<file path="src/rtl/window_scan_ctrl_pkg.sv">
// Shared types and limits for the 3x3 raster window scan controller.
package window_scan_ctrl_pkg;

    localparam int PIX_W        = 8;
    localparam int IMG_DIM_MIN  = 3;
    localparam int IMG_DIM_MAX  = 1024;
    localparam int PIPE_LAT_MIN = 1;
    localparam int PIPE_LAT_MAX = 15;

    typedef enum logic [1:0] {
        ST_IDLE  = 2'd0,
        ST_RUN   = 2'd1,
        ST_FLUSH = 2'd2,
        ST_DRAIN = 2'd3
    } state_t;

endpackage

</file>
<file path="src/rtl/window_scan_ctrl_line_buffer2.sv">
// Two-row line store: one word per column holds the pixels one and two rows back.
module line_buffer2
    import window_scan_ctrl_pkg::*;
#(
    parameter int DEPTH = 64,
    parameter int AW    = $clog2(DEPTH)
) (
    input  logic             clk,
    input  logic             we,
    input  logic [AW-1:0]    addr,
    input  logic [PIX_W-1:0] din,
    output logic [PIX_W-1:0] tap1,
    output logic [PIX_W-1:0] tap2
);

    logic [2*PIX_W-1:0] mem_q [DEPTH];

    // Writing pushes the one-row-back pixel into the two-rows-back slot.
    always_ff @(posedge clk) begin
        if (we) begin
            mem_q[addr] <= {mem_q[addr][PIX_W-1:0], din};
        end
    end

    assign tap1 = mem_q[addr][PIX_W-1:0];
    assign tap2 = mem_q[addr][2*PIX_W-1:PIX_W];

endmodule

</file>
<file path="src/rtl/window_scan_ctrl.sv">
// Raster-scan 3x3 window generator with border replication and a
// downstream-latency valid tracker.
module window_scan_ctrl
    import window_scan_ctrl_pkg::*;
#(
    parameter int IMG_W    = 64,
    parameter int IMG_H    = 64,
    parameter int PIPE_LAT = 4
) (
    input  logic             clk,
    input  logic             rst,
    input  logic             start,
    input  logic [PIX_W-1:0] pix_in,
    input  logic             pix_valid,
    output logic             pix_ready,
    output logic [PIX_W-1:0] p1,
    output logic [PIX_W-1:0] p2,
    output logic [PIX_W-1:0] p3,
    output logic [PIX_W-1:0] p4,
    output logic [PIX_W-1:0] p5,
    output logic [PIX_W-1:0] p6,
    output logic [PIX_W-1:0] p7,
    output logic [PIX_W-1:0] p8,
    output logic [PIX_W-1:0] p9,
    output logic             win_valid,
    output logic             out_valid,
    output logic             busy,
    output logic             frame_done
);

    localparam int COL_W = $clog2(IMG_W);
    localparam int ROW_W = $clog2(IMG_H + 2);
    localparam int ACC_W = $clog2(IMG_W * IMG_H + 1);
    localparam int FL_W  = $clog2(IMG_W + 2);
    localparam int DR_W  = $clog2(PIPE_LAT + 3);

    localparam logic [COL_W-1:0] COL_LAST = COL_W'(IMG_W - 1);
    localparam logic [ROW_W-1:0] ROW_LAST = ROW_W'(IMG_H - 1);
    localparam logic [ACC_W-1:0] ACC_LAST = ACC_W'(IMG_W * IMG_H - 1);
    localparam logic [FL_W-1:0]  FL_LAST  = FL_W'(IMG_W);
    localparam logic [DR_W-1:0]  DR_LAST  = DR_W'(PIPE_LAT + 1);

    if (IMG_W < IMG_DIM_MIN || IMG_W > IMG_DIM_MAX) begin : g_bad_img_w
        $error("IMG_W out of range");
    end
    if (IMG_H < IMG_DIM_MIN || IMG_H > IMG_DIM_MAX) begin : g_bad_img_h
        $error("IMG_H out of range");
    end
    if (PIPE_LAT < PIPE_LAT_MIN || PIPE_LAT > PIPE_LAT_MAX) begin : g_bad_lat
        $error("PIPE_LAT out of range");
    end

    state_t              state_q, state_d;
    logic [COL_W-1:0]    wc_q, wc_d;
    logic [ROW_W-1:0]    wr_q, wr_d;
    logic [ACC_W-1:0]    acc_q, acc_d;
    logic [FL_W-1:0]     fcnt_q, fcnt_d;
    logic [DR_W-1:0]     dcnt_q, dcnt_d;
    logic [PIX_W-1:0]    win_q [9];
    logic [PIX_W-1:0]    win_d [9];
    logic                win_valid_q, win_valid_d;
    logic                top_q, top_d, bot_q, bot_d;
    logic                lft_q, lft_d, rgt_q, rgt_d;
    logic [PIPE_LAT-1:0] ov_q, ov_d;

    logic                xfer, shift, cen_ok;
    logic [ROW_W-1:0]    crow;
    logic [COL_W-1:0]    ccol;
    logic [PIX_W-1:0]    tap1, tap2, shift_pix;

    always_ff @(posedge clk or negedge rst) begin
        if (!rst) begin
            state_q <= ST_IDLE;
        end else begin
            state_q <= state_d;
        end
    end

    always_comb begin
        state_d = state_q;
        unique case (state_q)
            ST_IDLE:  if (start) state_d = ST_RUN;
            ST_RUN:   if (xfer && acc_q == ACC_LAST) state_d = ST_FLUSH;
            ST_FLUSH: if (fcnt_q == FL_LAST) state_d = ST_DRAIN;
            ST_DRAIN: if (dcnt_q == DR_LAST) state_d = ST_IDLE;
            default:  state_d = ST_IDLE;
        endcase
    end

    always_comb begin
        pix_ready  = 1'b0;
        busy       = 1'b1;
        frame_done = 1'b0;
        unique case (state_q)
            ST_IDLE:  busy = 1'b0;
            ST_RUN:   pix_ready = 1'b1;
            ST_DRAIN: frame_done = (dcnt_q == DR_LAST);
            default:  ;
        endcase
    end

    assign xfer      = pix_ready && pix_valid;
    assign shift     = xfer || (state_q == ST_FLUSH);
    assign shift_pix = xfer ? pix_in : '0;

    always_comb begin
        wc_d   = wc_q;
        wr_d   = wr_q;
        acc_d  = acc_q;
        fcnt_d = fcnt_q;
        dcnt_d = dcnt_q;
        if (state_q == ST_IDLE && start) begin
            wc_d   = '0;
            wr_d   = '0;
            acc_d  = '0;
            fcnt_d = '0;
            dcnt_d = '0;
        end
        // wc/wr track the raster position of the pixel being shifted in, dummies included.
        if (shift) begin
            if (wc_q == COL_LAST) begin
                wc_d = '0;
                wr_d = wr_q + ROW_W'(1);
            end else begin
                wc_d = wc_q + COL_W'(1);
            end
        end
        if (xfer)                 acc_d  = acc_q + ACC_W'(1);
        if (state_q == ST_FLUSH)  fcnt_d = fcnt_q + FL_W'(1);
        if (state_q == ST_DRAIN)  dcnt_d = dcnt_q + DR_W'(1);
    end

    always_ff @(posedge clk or negedge rst) begin
        if (!rst) begin
            wc_q   <= '0;
            wr_q   <= '0;
            acc_q  <= '0;
            fcnt_q <= '0;
            dcnt_q <= '0;
        end else begin
            wc_q   <= wc_d;
            wr_q   <= wr_d;
            acc_q  <= acc_d;
            fcnt_q <= fcnt_d;
            dcnt_q <= dcnt_d;
        end
    end

    line_buffer2 #(.DEPTH(IMG_W)) u_lbuf (
        .clk  (clk),
        .we   (shift),
        .addr (wc_q),
        .din  (shift_pix),
        .tap1 (tap1),
        .tap2 (tap2)
    );

    // Centre sits IMG_W+1 raster positions behind the pixel being shifted in.
    assign crow   = (wc_q == '0) ? wr_q - ROW_W'(2) : wr_q - ROW_W'(1);
    assign ccol   = (wc_q == '0) ? COL_LAST : wc_q - COL_W'(1);
    assign cen_ok = (wr_q > ROW_W'(1)) || (wr_q == ROW_W'(1) && wc_q != '0);

    always_comb begin
        for (int i = 0; i < 9; i++) begin
            win_d[i] = win_q[i];
        end
        win_valid_d = 1'b0;
        top_d = top_q;
        bot_d = bot_q;
        lft_d = lft_q;
        rgt_d = rgt_q;
        if (shift) begin
            win_d[0] = win_q[1];
            win_d[1] = win_q[2];
            win_d[2] = tap2;
            win_d[3] = win_q[4];
            win_d[4] = win_q[5];
            win_d[5] = tap1;
            win_d[6] = win_q[7];
            win_d[7] = win_q[8];
            win_d[8] = shift_pix;
            if (cen_ok) begin
                win_valid_d = 1'b1;
                top_d = (crow == '0);
                bot_d = (crow == ROW_LAST);
                lft_d = (ccol == '0);
                rgt_d = (ccol == COL_LAST);
            end
        end
    end

    always_comb begin
        ov_d    = ov_q;
        ov_d[0] = win_valid_q;
        for (int i = 1; i < PIPE_LAT; i++) begin
            ov_d[i] = ov_q[i-1];
        end
    end

    always_ff @(posedge clk or negedge rst) begin
        if (!rst) begin
            for (int i = 0; i < 9; i++) begin
                win_q[i] <= '0;
            end
            win_valid_q <= 1'b0;
            top_q       <= 1'b0;
            bot_q       <= 1'b0;
            lft_q       <= 1'b0;
            rgt_q       <= 1'b0;
            ov_q        <= '0;
        end else begin
            for (int i = 0; i < 9; i++) begin
                win_q[i] <= win_d[i];
            end
            win_valid_q <= win_valid_d;
            top_q       <= top_d;
            bot_q       <= bot_d;
            lft_q       <= lft_d;
            rgt_q       <= rgt_d;
            ov_q        <= ov_d;
        end
    end

    // Out-of-image taps replicate the centre; this also hides wrapped and stale data.
    assign p1 = (top_q || lft_q) ? win_q[4] : win_q[0];
    assign p2 = top_q            ? win_q[4] : win_q[1];
    assign p3 = (top_q || rgt_q) ? win_q[4] : win_q[2];
    assign p4 = lft_q            ? win_q[4] : win_q[3];
    assign p5 = win_q[4];
    assign p6 = rgt_q            ? win_q[4] : win_q[5];
    assign p7 = (bot_q || lft_q) ? win_q[4] : win_q[6];
    assign p8 = bot_q            ? win_q[4] : win_q[7];
    assign p9 = (bot_q || rgt_q) ? win_q[4] : win_q[8];

    assign win_valid = win_valid_q;
    assign out_valid = ov_q[PIPE_LAT-1];

endmodule

</file>
<file path="config.mk">
export PLATFORM = sky130hd
export DESIGN_NAME = window_scan_ctrl
export DESIGN_NICKNAME = d
export VERILOG_FILES = /design/src/rtl/window_scan_ctrl_pkg.sv /design/src/rtl/window_scan_ctrl_line_buffer2.sv /design/src/rtl/window_scan_ctrl.sv
export SDC_FILE = /design/constraint.sdc
export NUM_CORES = 1
export LEC_CHECK = 0
export ABC_CLOCK_PERIOD_IN_PS = 9500
export BUFFER_PORTS_ARGS = -buffer_cell sky130_fd_sc_hd__buf_4
export CORE_ASPECT_RATIO = 1.2
export CORE_MARGIN = 2
export CORE_UTILIZATION = 45
export CTS_BUF_LIST = sky130_fd_sc_hd__clkbuf_4 sky130_fd_sc_hd__clkbuf_8
export DETAILED_ROUTE_END_ITERATION = 16
export MAX_ROUTING_LAYER = met4
export PLACE_DENSITY = 0.64
export REMOVE_ABC_BUFFERS = 1
export SKIP_CTS_REPAIR_TIMING = 1
export SLEW_MARGIN = 20
export SYNTH_ARGS = -nofsm -noshare
export SYNTH_HDL_FRONTEND = slang
export SYNTH_HIERARCHICAL = 1
export SYNTH_SLANG_ARGS = --single-unit
</file>
<file path="constraint.sdc">
create_clock -name clk -period 9.5 [get_ports clk]
set_clock_uncertainty 0.05 [all_clocks]
set_input_delay 0.95 -clock clk [delete_from_list [all_inputs] [get_ports clk]]
set_output_delay 0.95 -clock clk [all_outputs]
set_load 0.02 [all_outputs]
</file>
---- Yosys cells after proc, flatten, opt, wreduce, memory -nomap -nowiden ----
Memories as Yosys holds them, arrays and structs flattened.
Index checks and enable logic that the tools add are counted.
word-level totals
  bits in registers ....................... 119
  RAM bits ................................ 1024
  output and inout bits ................... 77
  word-level logic and storage cells ...... 101
  memories ................................ 1
memory list
  memory        depth  width  read ports  clocked after memory_dff  write ports  line                                 text
  u_lbuf.mem_q  64     16     1           0                         1            window_scan_ctrl_line_buffer2.sv:16  logic [2*PIX_W-1:0] mem_q [DEPTH];
operators by class
  add/sub/neg operators ................... 8
  order comparisons ....................... 1
  equal/unequal tests ..................... 14
  muxes and demuxes ....................... 35
  reductions and logical operators ........ 21
operators with widths
  operator                 count
  $mux W8                  9
  $mux W7                  6
  $mux W13                 2
  $mux W6                  4
  $add A7 B1 Y7 const B    2
  $add A13 B1 Y13 const B  1
  $eq A13 B12 Y1 const B   1
  $eq A6 B6 Y1 const B     2
  $logic_not A6 Y1         2
  $mux W2                  4
  $ne A2 B2 Y1 const B     4
  $pmux W2 S4              1
  $reduce_bool A2 Y1       4
  $eq A7 B1 Y1 const B     1
  $eq A7 B6 Y1 const B     1
  $eq A7 B7 Y1 const B     1
  $gt A7 B1 Y1 const B     1
  $logic_not A7 Y1         1
  $mux W1                  7
  $sub A7 B1 Y7 const B    1
  $sub A7 B2 Y7 const B    1
  $add A6 B1 Y6 const B    1
  $logic_or A1 B1 Y1       6
  $mux W3                  2
  10 further kinds         14

---- Logic depth before layout (Yosys ltp) ----
  depth after elaboration ................. 6
  gate-level depth with buffers ........... 13
  depth with buffers taken out ............ 8

---- By module ----
The synthesis kept the hierarchy.
by module, submodules not included
  module            instances  cells an instance  area an instance (µm²)
  line_buffer2      1          2248               39160.1
  window_scan_ctrl  1          683                6361.1

---- Worst setup path after synthesis ----
No wires, ideal clock.
  kind .................................... flip-flop to flip-flop
  start point ............................. register wc_q[1]
  end point ............................... memory u_lbuf/mem_q[0][9] (netlist name) (data pin)
  setup time .............................. 0.680 ns
  data arrival time ....................... 3.020 ns
  path slack .............................. 5.750 ns
  stages on the path, launching flop included .. 11
  period minus slack after synthesis ...... 3.750 ns
  cells stage by stage .................... dfrtp_1 -> buf_4 -> buf_4 -> buf_2 -> buf_2 -> mux2i_1 -> nor2_1 -> a211oi_1 -> o21ai_0 -> a22oi_1 -> nand4_1
on the way
  cells in the longest elaborated chain, start to end .. 1
RTL lines
  item                    line                                 text
  from (decl)             window_scan_ctrl.sv:54               logic [COL_W-1:0] wc_q, wc_d;
  from (signal assigned)  window_scan_ctrl.sv:141              wc_q <= wc_d;
  $mem_v2 Z64 W16         n/a
  to (decl)               window_scan_ctrl_line_buffer2.sv:16
No other way between the ends.

---- Final worst setup path ----
  start point ............................. register wc_q[2]
  end point ............................... memory u_lbuf/mem_q[18][11] (netlist name) (data pin)
The elaborated chain is that of the path after synthesis.

==> run metrics <==
status=finished, final reports clean; share of cells above drive strength 1=0.190; Syn-to-layout area delta=12.4%; R2R Path End=u_lbuf/mem_q[18][11]; drt pass-1 iters=6; cell mode on critical path=buf_4; gp weighted congestion=around 0.94; leakage=roughly 0.017 uW; Most used DFF post-synth=edfxtp_1; Clock Sinks=1143; Slew @ Worst Pin=1250 ps; WL per Instance=between 20 and 30 um; Reg-to-Reg Start=wc_q[2]; area of the multi-input gates=between 10000 and 15000 sq um; setup violators final=0; final worst-path cycle share=0.566; cell area power density=289 nW/um^2; HPWL Detailed=between 70 and 80 mm; Synth Area in Simple Gates=0.0550; global route total overflow=0; critical path arrival=roughly 5800 ps; Antenna Nets Post-Route=0; leading area contributor after synthesis=edfxtp_1; vias in the first global route=~28000; Pwr Total=between 10000 and 15000 uW; Worst Hold Class=input port to async pin; Clock Tree Buf Depth=3; antenna violations before repair=1; Fin Hold WS=between 40 and 50 ps; R2R Setup Slk=4120 ps; reg2reg path depth=10; number of buffers created by CTS=approximately 170; CP top delay family=buffers and inverters; fmax=around 190 MHz; die width=294 um; slowest stage cell, crit path=nand4_1; Initial Util=0.455; Yosys top cell area share=0.675; die height=about 350 um; max_cap viols=0; PortBufs=just under 90; Worst Path Class, Setup=flop to flop; largest family of logic cells by synthesized area=compound AO/OA/AOI/OAI gates; CTS tree=done; 1st-iter DRT viols=between 3000 and 4000; flops & latches, synth=1143; Synth Area in Compound Gates=0.114; warnings from Yosys=6; max incr delay on CP=just over 800 ps; Critical Path Fanout Max=49; number of vias per cell=roughly 6.2; final max-slew violation count=0; CP Buf/Inv Count=5; distinct cell type count after synthesis=80; sequential fraction of the synthesis area=0.741; mux contribution to synthesized area=0.0582; final wirelength=127 mm; Clk pin slew, worst setup/hold paths=around 70 ps; cells along the critical path=buf_4 -> inv_2 -> buf_4 -> nor2_1 -> buf_4 -> a22oi_1 -> a31oi_1 -> a21oi_1 -> nand4_1 -> buf_4; die area=~100000 sq um; CP Capture Type=flop; mean area per synthesized cell=between 15 and 20 sq um; Total GRT Usage=0.250; ranking of synthesized cells by area=edfxtp_1, dfrtp_1, mux2i_1; Post-Syn Area=~46000 sq um; minimum clock period=~5400 ps; largest net degree at the start of global routing=between 100 and 150; core area=between 100000 and 150000 sq um; routed via count=roughly 28000; # fillers=8160; Site Rows=around 130; DRC Markers=0; Slew HR=0.163; final net count=3127; Syn Inst Count=a little under 3000; storage element area=between 30000 and 40000 sq um; number of flops mapped to enable cells by yosys=1024; clk root buf=clkbuf_8; I/O Pins=89; RSZ-0062 raised after global routing=false; xor/xnor cell area share of the yosys netlist=0.00154; Synth Area in Adders=0.00550; VDD IR max=0.186 mV; Critical Path Source Type=flop; worst-skew pair later-pin latency=870 ps; htree depth=4; first-pass GRT wire length=about 180 mm; share of flip-flops with an asynchronous set or reset=0.104; Critical Path RT=about 10000 ps; Hold Vio Cnt, Final=0
[where the power goes]
| group | leakage [uW] | switching [uW] | internal [uW] |
|---|---|---|---|
| Combinational | 0.00488 | 2970 | 1120 |
| Clock | 0.00178 | 1860 | 2140 |
| Sequential | 0.0108 | 185 | 6510 |
[final cells by class]
class,instances,share of cell area
clock inverters,75,0.0116
clock buffers,226,0.0548
multi-input cells,1560,0.211
flip-flops and latches,1143,0.659
repair buffers,204,0.0309
diodes,3,0.000147
inverters,17,0.00125
well taps,1290,0.0315
[flip-flops by register name (all words and copies together) (netlist names)]
signal	cells
acc_q	13
bot_q	1
dcnt_q	3
fcnt_q	7
lft_q	1
ov_q	4
p5	8
rgt_q	1
state_q	2
top_q	1
u_lbuf/mem_q	1024
wc_q	6
win_q	64
win_valid	1
wr_q	7
[cell usage in the layout, fill, tap and decap left out, drive strengths merged, types with 8 or more instances in the layout]
cell	count
edfxtp	1024
nand2	280
clkbuf	226
buf	204
a22oi	197
nor2	178
mux2i	158
dfrtp	119
a221oi	107
mux2	83
a21oi	80
o21ai	71
o22ai	58
clkinv	55
o22a	27
a31oi	26
a22o	23
inv	22
a211oi	21
nand3	20
ha	20
o221ai	18
nand4	17
nor3	17
nor2b	12
and3	11
o31ai	10
or4	10
a21o	9
a222oi	9
a2111oi	9
bufinv	8
and2	8
[worst max-delay path by stage]
stage | startpoint | end | slack [ps] | cells after the start
finish | wc_q[2] | u_lbuf/mem_q[18][11] | 4120 | 10
detailed placement | wc_q[0] | u_lbuf/mem_q[48][9] | 3980 | 10
CTS | wc_q[0] | u_lbuf/mem_q[13][9] | 3960 | 10
global placement | wc_q[1] | win_q[27] | 4030 | 10
global route | wc_q[0] | u_lbuf/mem_q[12][11] | 4080 | 10
floorplan | wc_q[2] | u_lbuf/mem_q[0][11] | -1440 | 6
[cells in the mapped netlist, drive strengths merged (27+ instances only)]
cell	count
edfxtp	1024
a21oi	80
mux2	83
a22oi	197
buf	121
o22ai	58
o22a	27
a221oi	107
nand2	280
dfrtp	119
nor2	178
o21ai	71
clkbuf	90
mux2i	158
[metal layers]
layer / vias to the layer above / routed length (um) / track usage
li1: 11900 / - / -
met1: 14200 / 47900 / 0.305
met2: 1579 / 62300 / 0.400
met3: 313 / 11000 / 0.0543
met4: 0 / 6000 / 0.113
met5: - / 0 / -
[cells by family (layout without fill, tap and decap cells)]
| kind of cell | after synthesis | count (layout) |
|---|---|---|
| xor+xnor | 8 | 8 |
| mux | 247 | 247 |
| flops | 1143 | 1143 |
| other cells | 0 | 3 |
| compound gates | 705 | 705 |
| simple gates | 580 | 580 |
| fa+ha+maj | 20 | 20 |
| buf+inv | 228 | 522 |
[per-stage QoR]
| stage | cell area [sq um] | util | cells | setup TNS [ps] | worst slack [ps] |
|---|---|---|---|---|---|
| floorplan | 44400 | - | 2720 | -648390 | -1440 |
| global placement | 47700 | 0.477 | 4211 | 0 | 4030 |
| detailed placement | 47800 | 0.477 | 4213 | 0 | 3980 |
| CTS | 51100 | 0.511 | 4514 | 0 | 3960 |
| global route | 51200 | 0.511 | 4516 | 0 | 4080 |
| finish | 51200 | 0.511 | 4518 | 0 | 4120 |
No activity file was read; power rests on OpenSTA's default activity.
